[src/rtl/axis_packet_header_strip_if.sv]
// AXI-Stream bundle used on both sides of the header stripper.
// master drives data/valid/last/keep; slave drives ready.
interface axis_packet_header_strip_if #(
    parameter int PHIT_SIZE = 512
);
    logic [PHIT_SIZE-1:0]   tdata;
    logic                   tvalid;
    logic                   tready;
    logic                   tlast;
    logic [PHIT_SIZE/8-1:0] tkeep;

    modport master (output tdata, output tvalid, output tlast, output tkeep, input tready);
    modport slave  (input tdata, input tvalid, input tlast, input tkeep, output tready);
endinterface

[src/rtl/axis_packet_header_strip.sv]
// Checks and strips the header beat of fixed-length packets and forwards the payload through a 2-entry skid.
// Optional macro DROP_BAD_PKT_EN: discard whole packets whose header magic is wrong.
module axis_packet_header_strip #(
    parameter int          PHIT_SIZE     = 512,
    parameter int          PACKET_LENGTH = 32,
    parameter logic [31:0] HEADER_MAGIC  = 32'h12345678
) (
    input  logic                          ap_clk,
    input  logic                          rst,
    axis_packet_header_strip_if.slave     s_axis,
    axis_packet_header_strip_if.master    m_axis,
    output logic                          hdr_err,
    output logic                          len_err,
    output logic [31:0]                   pkt_count,
    output logic [15:0]                   err_count
);
    localparam int KEEP_W = PHIT_SIZE / 8;
    localparam int CNT_W  = $clog2(PACKET_LENGTH + 1);
    localparam logic [CNT_W-1:0] LAST_IDX = CNT_W'(PACKET_LENGTH - 1);

    typedef enum logic [1:0] {
        HEADER,
        PAYLOAD
`ifdef DROP_BAD_PKT_EN
        , DROP
`endif
    } state_t;

    state_t             state, state_n;
    logic [CNT_W-1:0]   beat_cnt, beat_cnt_n;
    logic               s_ready_q, s_ready_n;
    logic               accept, hdr_ok, at_end;
    logic               push, push_last;
    logic               hdr_err_n, len_err_n;
    logic               out_load, skid_valid_n;

    logic               out_valid, out_last;
    logic [PHIT_SIZE-1:0] out_data;
    logic [KEEP_W-1:0]  out_keep;
    logic               skid_valid, skid_last;
    logic [PHIT_SIZE-1:0] skid_data;
    logic [KEEP_W-1:0]  skid_keep;

    always_ff @(posedge ap_clk) begin
        if (rst) begin
            state    <= HEADER;
            beat_cnt <= '0;
        end else begin
            state    <= state_n;
            beat_cnt <= beat_cnt_n;
        end
    end

    always_comb begin
        state_n    = state;
        beat_cnt_n = beat_cnt;
        push       = 1'b0;
        push_last  = 1'b0;
        hdr_err_n  = 1'b0;
        len_err_n  = 1'b0;
        accept     = s_axis.tvalid && s_ready_q;
        hdr_ok     = (s_axis.tdata[31:0] == HEADER_MAGIC);
        at_end     = (beat_cnt == LAST_IDX);
        case (state)
            HEADER: begin
                if (accept) begin
                    hdr_err_n = !hdr_ok;
                    // A header that already ends the packet carries no payload: stay and re-parse.
                    if (s_axis.tlast) begin
                        len_err_n = 1'b1;
                    end else if (hdr_ok) begin
                        state_n    = PAYLOAD;
                        beat_cnt_n = CNT_W'(1);
                    end else begin
`ifdef DROP_BAD_PKT_EN
                        state_n    = DROP;
`else
                        state_n    = PAYLOAD;
                        beat_cnt_n = CNT_W'(1);
`endif
                    end
                end
            end
            PAYLOAD: begin
                if (accept) begin
                    push      = 1'b1;
                    push_last = s_axis.tlast || at_end;
                    len_err_n = (s_axis.tlast != at_end);
                    if (push_last) begin
                        state_n    = HEADER;
                        beat_cnt_n = '0;
                    end else begin
                        beat_cnt_n = beat_cnt + CNT_W'(1);
                    end
                end
            end
`ifdef DROP_BAD_PKT_EN
            DROP: begin
                if (accept && s_axis.tlast) begin
                    state_n = HEADER;
                end
            end
`endif
            default: begin
                state_n = HEADER;
            end
        endcase
    end

    // Ready is registered from the next skid occupancy, so m_axis.tready never reaches s_axis.tready combinationally.
    assign out_load     = !out_valid || m_axis.tready;
    assign skid_valid_n = out_load ? 1'b0 : (skid_valid || push);
    assign s_ready_n    = (state_n != PAYLOAD) || !skid_valid_n;

    always_ff @(posedge ap_clk) begin
        if (rst) begin
            s_ready_q  <= 1'b0;
            out_valid  <= 1'b0;
            out_last   <= 1'b0;
            out_data   <= '0;
            out_keep   <= '0;
            skid_valid <= 1'b0;
            skid_last  <= 1'b0;
            skid_data  <= '0;
            skid_keep  <= '0;
            hdr_err    <= 1'b0;
            len_err    <= 1'b0;
            pkt_count  <= '0;
            err_count  <= '0;
        end else begin
            s_ready_q  <= s_ready_n;
            skid_valid <= skid_valid_n;
            hdr_err    <= hdr_err_n;
            len_err    <= len_err_n;
            if (out_load) begin
                if (skid_valid) begin
                    out_valid <= 1'b1;
                    out_last  <= skid_last;
                    out_data  <= skid_data;
                    out_keep  <= skid_keep;
                end else if (push) begin
                    out_valid <= 1'b1;
                    out_last  <= push_last;
                    out_data  <= s_axis.tdata;
                    out_keep  <= s_axis.tkeep;
                end else begin
                    out_valid <= 1'b0;
                end
            end else if (push) begin
                skid_last <= push_last;
                skid_data <= s_axis.tdata;
                skid_keep <= s_axis.tkeep;
            end
            if (out_valid && m_axis.tready && out_last) begin
                pkt_count <= pkt_count + 32'd1;
            end
            if ((hdr_err_n || len_err_n) && (err_count != 16'hFFFF)) begin
                err_count <= err_count + 16'd1;
            end
        end
    end

    assign s_axis.tready = s_ready_q;
    assign m_axis.tvalid = out_valid;
    assign m_axis.tlast  = out_last;
    assign m_axis.tdata  = out_data;
    assign m_axis.tkeep  = out_keep;
endmodule
[src/flat_wrapper.sv]
// flat-port wrapper written by rule: the top's interface ports become plain ports
module axis_packet_header_strip_flat 
#(
    parameter int          PHIT_SIZE     = 512,
    parameter int          PACKET_LENGTH = 32,
    parameter logic [31:0] HEADER_MAGIC  = 32'h12345678
)
  (ap_clk, rst, hdr_err, len_err, pkt_count, err_count, s_axis_tdata, s_axis_tvalid, s_axis_tlast, s_axis_tkeep, s_axis_tready, m_axis_tdata, m_axis_tvalid, m_axis_tlast, m_axis_tkeep, m_axis_tready);
  axis_packet_header_strip_if #(.PHIT_SIZE(PHIT_SIZE)) s_axis_i ();
  axis_packet_header_strip_if #(.PHIT_SIZE(PHIT_SIZE)) m_axis_i ();
  input  logic ap_clk;
  input  logic rst;
  output logic hdr_err;
  output logic len_err;
  output logic [31:0] pkt_count;
  output logic [15:0] err_count;
  input wire logic [$bits(s_axis_i.tdata)-1:0] s_axis_tdata;
  input wire logic [$bits(s_axis_i.tvalid)-1:0] s_axis_tvalid;
  input wire logic [$bits(s_axis_i.tlast)-1:0] s_axis_tlast;
  input wire logic [$bits(s_axis_i.tkeep)-1:0] s_axis_tkeep;
  output wire logic [$bits(s_axis_i.tready)-1:0] s_axis_tready;
  output wire logic [$bits(m_axis_i.tdata)-1:0] m_axis_tdata;
  output wire logic [$bits(m_axis_i.tvalid)-1:0] m_axis_tvalid;
  output wire logic [$bits(m_axis_i.tlast)-1:0] m_axis_tlast;
  output wire logic [$bits(m_axis_i.tkeep)-1:0] m_axis_tkeep;
  input wire logic [$bits(m_axis_i.tready)-1:0] m_axis_tready;
  assign s_axis_i.tdata = s_axis_tdata;
  assign s_axis_i.tvalid = s_axis_tvalid;
  assign s_axis_i.tlast = s_axis_tlast;
  assign s_axis_i.tkeep = s_axis_tkeep;
  assign s_axis_tready = s_axis_i.tready;
  assign m_axis_tdata = m_axis_i.tdata;
  assign m_axis_tvalid = m_axis_i.tvalid;
  assign m_axis_tlast = m_axis_i.tlast;
  assign m_axis_tkeep = m_axis_i.tkeep;
  assign m_axis_i.tready = m_axis_tready;
  axis_packet_header_strip #(.PHIT_SIZE(PHIT_SIZE), .PACKET_LENGTH(PACKET_LENGTH), .HEADER_MAGIC(HEADER_MAGIC)) u_core (.ap_clk(ap_clk), .rst(rst), .s_axis(s_axis_i), .m_axis(m_axis_i), .hdr_err(hdr_err), .len_err(len_err), .pkt_count(pkt_count), .err_count(err_count));
endmodule
[config.mk]
export PLATFORM = sky130hd
export DESIGN_NAME = axis_packet_header_strip_flat
export DESIGN_NICKNAME = d
export VERILOG_FILES = /design/src/rtl/axis_packet_header_strip_if.sv /design/src/rtl/axis_packet_header_strip.sv /design/src/flat_wrapper.sv
export SDC_FILE = /design/constraint.sdc
export NUM_CORES = 2
export LEC_CHECK = 0
export CORE_AREA = 10 10 460 462
export CTS_CLUSTER_DIAMETER = 80
export DETAILED_ROUTE_END_ITERATION = 10
export DIE_AREA = 0 0 470 472
export MAX_ROUTING_LAYER = met4
export PLACE_DENSITY = 0.47
export SLEW_MARGIN = 5
export SYNTH_ARGS = -nofsm -noshare
export SYNTH_HDL_FRONTEND = slang
export SYNTH_SLANG_ARGS = --single-unit
[constraint.sdc]
create_clock -name ap_clk -period 2.75 [get_ports ap_clk]
set_clock_uncertainty 0.1 [all_clocks]
set_input_delay 0.275 -clock ap_clk [delete_from_list [all_inputs] [get_ports ap_clk]]
set_output_delay 0.275 -clock ap_clk [all_outputs]
set_load 0.01 [all_outputs]
==> metrics.txt <==
# TYPE chip_impl_metric gauge
chip_impl_info{name="run_status",value="completed"} 1
chip_impl_metric{name="route.detailed.wl_per_inst",unit="um"} 20.8
chip_impl_metric{name="worst-slew-pin-transition",unit="ns"} 0.799
chip_impl_metric{name="multi_input_logic_area",unit="um2"} 23200
chip_impl_metric{name="worst-path-max-fanout",unit=""} 4
chip_impl_metric{name="global_route_wire_length_before_repair",unit="um"} 301000
chip_impl_metric{name="post_cts.repair.setup_buffers",unit=""} 0
chip_impl_metric{name="finalHoldViolations",unit=""} 0
chip_impl_metric{name="hold_path_cell_cnt",unit=""} 3
chip_impl_metric{name="async_reset_ff_share",unit="%"} 0
chip_impl_metric{name="max_cap_violations",unit=""} 0
chip_impl_metric{name="detail_route.wirelength",unit="um"} 206000
chip_impl_info{name="slowest_stage",value="sky130_fd_sc_hd__a2111oi_1"} 1
chip_impl_metric{name="nets",unit=""} 7659
chip_impl_metric{name="avgViaCountPerCell",unit=""} 4.49
chip_impl_metric{name="h-tree-depth",unit=""} 4
chip_impl_metric{name="worst_ir_drop_vdd",unit="mV"} 0.545
chip_impl_metric{name="via_count",unit=""} 44425
chip_impl_metric{name="cts_made_buffers",unit=""} 147
chip_impl_metric{name="routabilityCongestion",unit=""} 0.832
chip_impl_metric{name="dp_hpwl",unit="um"} 153000
chip_impl_metric{name="grt_use_total",unit="%"} 18.1
chip_impl_metric{name="hold_buffers",unit=""} 566
chip_impl_info{name="worst_setup_path_start_kind",value="flip-flop"} 1
chip_impl_metric{name="final-max-slew-violation-count",unit=""} 0
chip_impl_metric{name="timing.hold.ws",unit="ns"} 0.0553
chip_impl_metric{name="maximum_number_of_pins_on_one_net_before_global_route_repair",unit=""} 71
chip_impl_metric{name="yosysUniqueCellTypes",unit=""} 54
chip_impl_metric{name="detail-route-antenna-nets",unit=""} 0
chip_impl_metric{name="synthesis.area",unit="um2"} 49600
chip_impl_metric{name="post-route-cell-area",unit="um2"} 76400
chip_impl_metric{name="finalSetupViolCount",unit=""} 0
chip_impl_metric{name="start_util",unit="%"} 24.6
chip_impl_metric{name="synthAdderAreaFrac",unit="%"} 0.101
chip_impl_metric{name="final.fill_count",unit=""} 20131
chip_impl_metric{name="synth_xor_area_share",unit="%"} 0.636
chip_impl_metric{name="ff_latch_area",unit="um2"} 24300
chip_impl_info{name="ordered_list_of_cells_on_the_worst_path",value="ha_1 > and3_1 > nand3b_1 > ha_1 > nand2_1 > nand2_1 > nand2_1 > buf_4 > a2111oi_1 > o21bai_1 > a31oi_1"} 1
chip_impl_metric{name="fp-row-count",unit=""} 165
chip_impl_metric{name="syn_avg_cell_area",unit="um2"} 9.19
chip_impl_info{name="cts_root_buf",value="sky130_fd_sc_hd__clkbuf_16"} 1
chip_impl_metric{name="area_growth",unit="%"} 54.2
chip_impl_metric{name="power-per-cell-area",unit="nW/um2"} 530
chip_impl_metric{name="syn_inst",unit=""} 5395
chip_impl_metric{name="required",unit="ns"} 3.37
chip_impl_metric{name="p_leak",unit="nW"} 24.0
chip_impl_metric{name="detailed_route_drc_error_count",unit=""} 0
chip_impl_metric{name="height_of_the_die",unit="um"} 472
chip_impl_metric{name="register_to_register_path_depth",unit=""} 11
chip_impl_metric{name="clkSinkCount",unit=""} 1215
chip_impl_info{name="hold_class",value="in -> reg"} 1
chip_impl_metric{name="gr-total-overflow",unit=""} 0
chip_impl_metric{name="syn_nets",unit=""} 5980
chip_impl_info{name="critPathMostFrequentCell",value="sky130_fd_sc_hd__nand2_1"} 1
chip_impl_metric{name="timing.final.crit_share",unit="%"} 91.3
chip_impl_metric{name="synth.ff_latch_count",unit=""} 1215
chip_impl_metric{name="fmax",unit="MHz"} 398
chip_impl_info{name="cts_tree",value="built"} 1
chip_impl_metric{name="drt-initial-drc-count",unit=""} 2531
chip_impl_metric{name="synth-edff-count",unit=""} 0
chip_impl_metric{name="timing.final.crit_period",unit="ns"} 2.51
chip_impl_metric{name="dpl-instance-area",unit="um2"} 65700
chip_impl_metric{name="post_synth_simple_gate_area",unit="%"} 15.0
chip_impl_metric{name="drive_gt1_share",unit="%"} 12.0
chip_impl_info{name="timing_worst_setup_path_type",value="reg -> reg"} 1
chip_impl_metric{name="sequential_element_share_of_the_synthesized_area",unit="%"} 49.1
chip_impl_metric{name="clock_pin_slew_of_the_registers_on_the_worst_case_setup_and_hold_paths",unit="ns"} 0.06
chip_impl_metric{name="die_width",unit="um"} 470
chip_impl_info{name="synth_top_flop_cell",value="sky130_fd_sc_hd__dfxtp_1"} 1
chip_impl_metric{name="synth_compound_area_share",unit="%"} 19.2
chip_impl_metric{name="drt_pass1_iterations",unit=""} 6
chip_impl_metric{name="clock_path_buffers",unit=""} 3
chip_impl_metric{name="grt_pass1_vias",unit=""} 43919
chip_impl_metric{name="ys_warns",unit=""} 0
chip_impl_metric{name="crit_path_max_incr_delay",unit="ns"} 0.45
chip_impl_metric{name="core_area",unit="um2"} 202000
chip_impl_metric{name="setup_tns",unit="ns"} 0
chip_impl_metric{name="cts_resized",unit=""} 0
chip_impl_metric{name="grt_antenna_before_repair",unit=""} 42
chip_impl_metric{name="numPortBuffers",unit=""} 1209
chip_impl_metric{name="fp.dieArea",unit="um2"} 222000
chip_impl_metric{name="slew-limit-headroom",unit="%"} 46.7
chip_impl_info{name="unrepaired_setup_endpoints_after_global_routing",value="no"} 1
chip_impl_info{name="setup.worst_path.end_class",value="flip-flop"} 1
chip_impl_metric{name="worst_ep_arrival_time",unit="ns"} 3.13
chip_impl_info{name="largest_family_of_logic_cells_by_synthesized_area",value="compound AO/OA/AOI/OAI gates"} 1
chip_impl_metric{name="muxShareOfSynthArea",unit="%"} 11.7
chip_impl_metric{name="worstSkewPairLatency",unit="ns"} 0.80
chip_impl_metric{name="top_ports",unit=""} 1210
-- worst max-delay path: cells and delay by family, from the launching register on --
kind,cells,cell delay (ns)
buffers and inverters,1,0.19
and+or+nand+nor,5,0.60
AOI/OAI and AO/OA,3,0.72
adders and majority gates,2,0.48
DFF,1,0.36
-- layer usage --
layer	GRT usage [%]	part of all wire [%]	wire (um)	vias to the layer above
li1	-	-	-	21945
met1	21.8	43	88800	21064
met3	5.55	7.2	14800	214
met2	29.8	48	97900	1202
met4	4.16	2.0	4120	0
met5	-	0	0	-
-- cell usage in the layout, fill, tap and decap left out, types with 15 or more instances in the layout --
cell	count
sky130_fd_sc_hd__mux2i_1	578
sky130_fd_sc_hd__clkbuf_1	33
sky130_fd_sc_hd__clkinv_2	20
sky130_fd_sc_hd__nand2_1	1176
sky130_fd_sc_hd__clkbuf_8	36
sky130_fd_sc_hd__a211oi_1	186
sky130_fd_sc_hd__dlygate4sd3_1	566
sky130_fd_sc_hd__nand4_1	15
sky130_fd_sc_hd__xor2_1	22
sky130_fd_sc_hd__nand3_1	17
sky130_fd_sc_hd__buf_4	118
sky130_fd_sc_hd__nor2_1	631
sky130_fd_sc_hd__a211oi_2	397
sky130_fd_sc_hd__clkbuf_16	149
sky130_fd_sc_hd__clkdlybuf4s50_1	1208
sky130_fd_sc_hd__buf_12	93
sky130_fd_sc_hd__diode_2	41
sky130_fd_sc_hd__a21oi_1	591
sky130_fd_sc_hd__dfxtp_1	1214
-- final cells by class --
class,instances,area share [%]
Sequential cell,1215,31.8
Multi-Input combinational cell,3718,30.3
Antenna cell,41,0.134
Clock inverter,48,0.805
Tap cell,2672,4.37
Inverter,6,0.0295
Clock buffer,218,5.69
Timing Repair Buffer,1986,26.8
-- sequential cells by signal (all words and copies together), names as in the netlist --
| name | cells |
|---|---|
| u_core.m_axis.tvalid | 1 |
| u_core.len_err | 1 |
| u_core.beat_cnt | 6 |
| u_core.skid_last | 1 |
| u_core.skid_valid | 1 |
| u_core.hdr_err | 1 |
| u_core.err_count | 16 |
| u_core.skid_data | 512 |
| u_core.m_axis.tlast | 1 |
| u_core.m_axis.tdata | 512 |
| u_core.s_axis.tready | 1 |
| u_core.skid_keep | 64 |
| u_core.state | 2 |
| u_core.pkt_count | 32 |
| u_core.m_axis.tkeep | 64 |
-- cell families after synthesis --
kind of cell	Yosys count
adder cells (fa/ha/maj)	4
buffers and inverters	462
AO/OA/AOI/OAI	1198
AND/OR/NAND/NOR	1900
flip-flops	1215
other	1
XOR/XNOR	36
multiplexers	579
-- power breakdown --
part / switching (W) / total, W / internal, W
logic: 0.00128 / 0.00291 / 0.00163
registers: 0.0000402 / 0.0177 / 0.0177
clock network: 0.00819 / 0.0199 / 0.0117
-- cells in the mapped netlist, types with 2 or more instances --
cell type	instances	share of area, %
sky130_fd_sc_hd__nor4bb_1	4	0.081
sky130_fd_sc_hd__nand2_1	1177	8.9
sky130_fd_sc_hd__or3_1	5	0.063
sky130_fd_sc_hd__nor3b_1	3	0.045
sky130_fd_sc_hd__buf_4	23	0.35
sky130_fd_sc_hd__nor2_2	2	0.025
sky130_fd_sc_hd__and2b_1	2	0.030
sky130_fd_sc_hd__o21ai_0	8	0.081
sky130_fd_sc_hd__nor2b_1	4	0.050
sky130_fd_sc_hd__a211oi_1	186	2.8
sky130_fd_sc_hd__a2111oi_2	2	0.061
sky130_fd_sc_hd__xor2_1	22	0.39
sky130_fd_sc_hd__mux2i_1	578	12
sky130_fd_sc_hd__a31o_1	2	0.035
sky130_fd_sc_hd__nand3_1	17	0.17
sky130_fd_sc_hd__a211oi_2	397	10
sky130_fd_sc_hd__a31o_2	3	0.053
sky130_fd_sc_hd__and3_1	7	0.088
sky130_fd_sc_hd__ha_1	4	0.10
sky130_fd_sc_hd__dfxtp_1	1215	49
sky130_fd_sc_hd__nor3_1	5	0.050
sky130_fd_sc_hd__nor2_1	632	4.8
sky130_fd_sc_hd__clkbuf_1	201	1.5
sky130_fd_sc_hd__and4_1	6	0.11
sky130_fd_sc_hd__xnor2_1	14	0.25
sky130_fd_sc_hd__inv_1	6	0.045
sky130_fd_sc_hd__buf_2	229	2.3
sky130_fd_sc_hd__nor4_4	2	0.086
sky130_fd_sc_hd__nand4_1	15	0.19
sky130_fd_sc_hd__nor4b_1	2	0.035
sky130_fd_sc_hd__a21oi_1	591	6.0
sky130_fd_sc_hd__nand2b_1	6	0.076
sky130_fd_sc_hd__buf_1	2	0.015
sky130_fd_sc_hd__and2_1	3	0.038
-- stage by stage --
| stage | power [W] | std cells | util, % | setup slack (ns) |
|---|---|---|---|---|
| after floorplan | 0.0188 | 5395 | - | 0.475 |
| after global placement | 0.0203 | 9031 | 32.5 | 0.106 |
| after detailed placement | 0.0203 | 9031 | 32.5 | 0.0669 |
| after CTS | 0.0412 | 9863 | 37.8 | 0.184 |
| after global routing | 0.0420 | 9901 | 37.9 | 0.0498 |
| final | 0.0405 | 9904 | 37.9 | 0.239 |
-- path summary, 6_finish.rpt --
check,slack (ns),from,endpoint
max,0.24,u_core.beat_cnt[0],u_core.err_count[12]
min,0.06,s_axis_tdata[498],u_core.skid_data[498]
min reg2reg,0.35,u_core.skid_keep[46],u_core.skid_keep[46]
max reg2reg,0.24,u_core.beat_cnt[0],u_core.err_count[12]
Power figures use the tool's default switching activity.
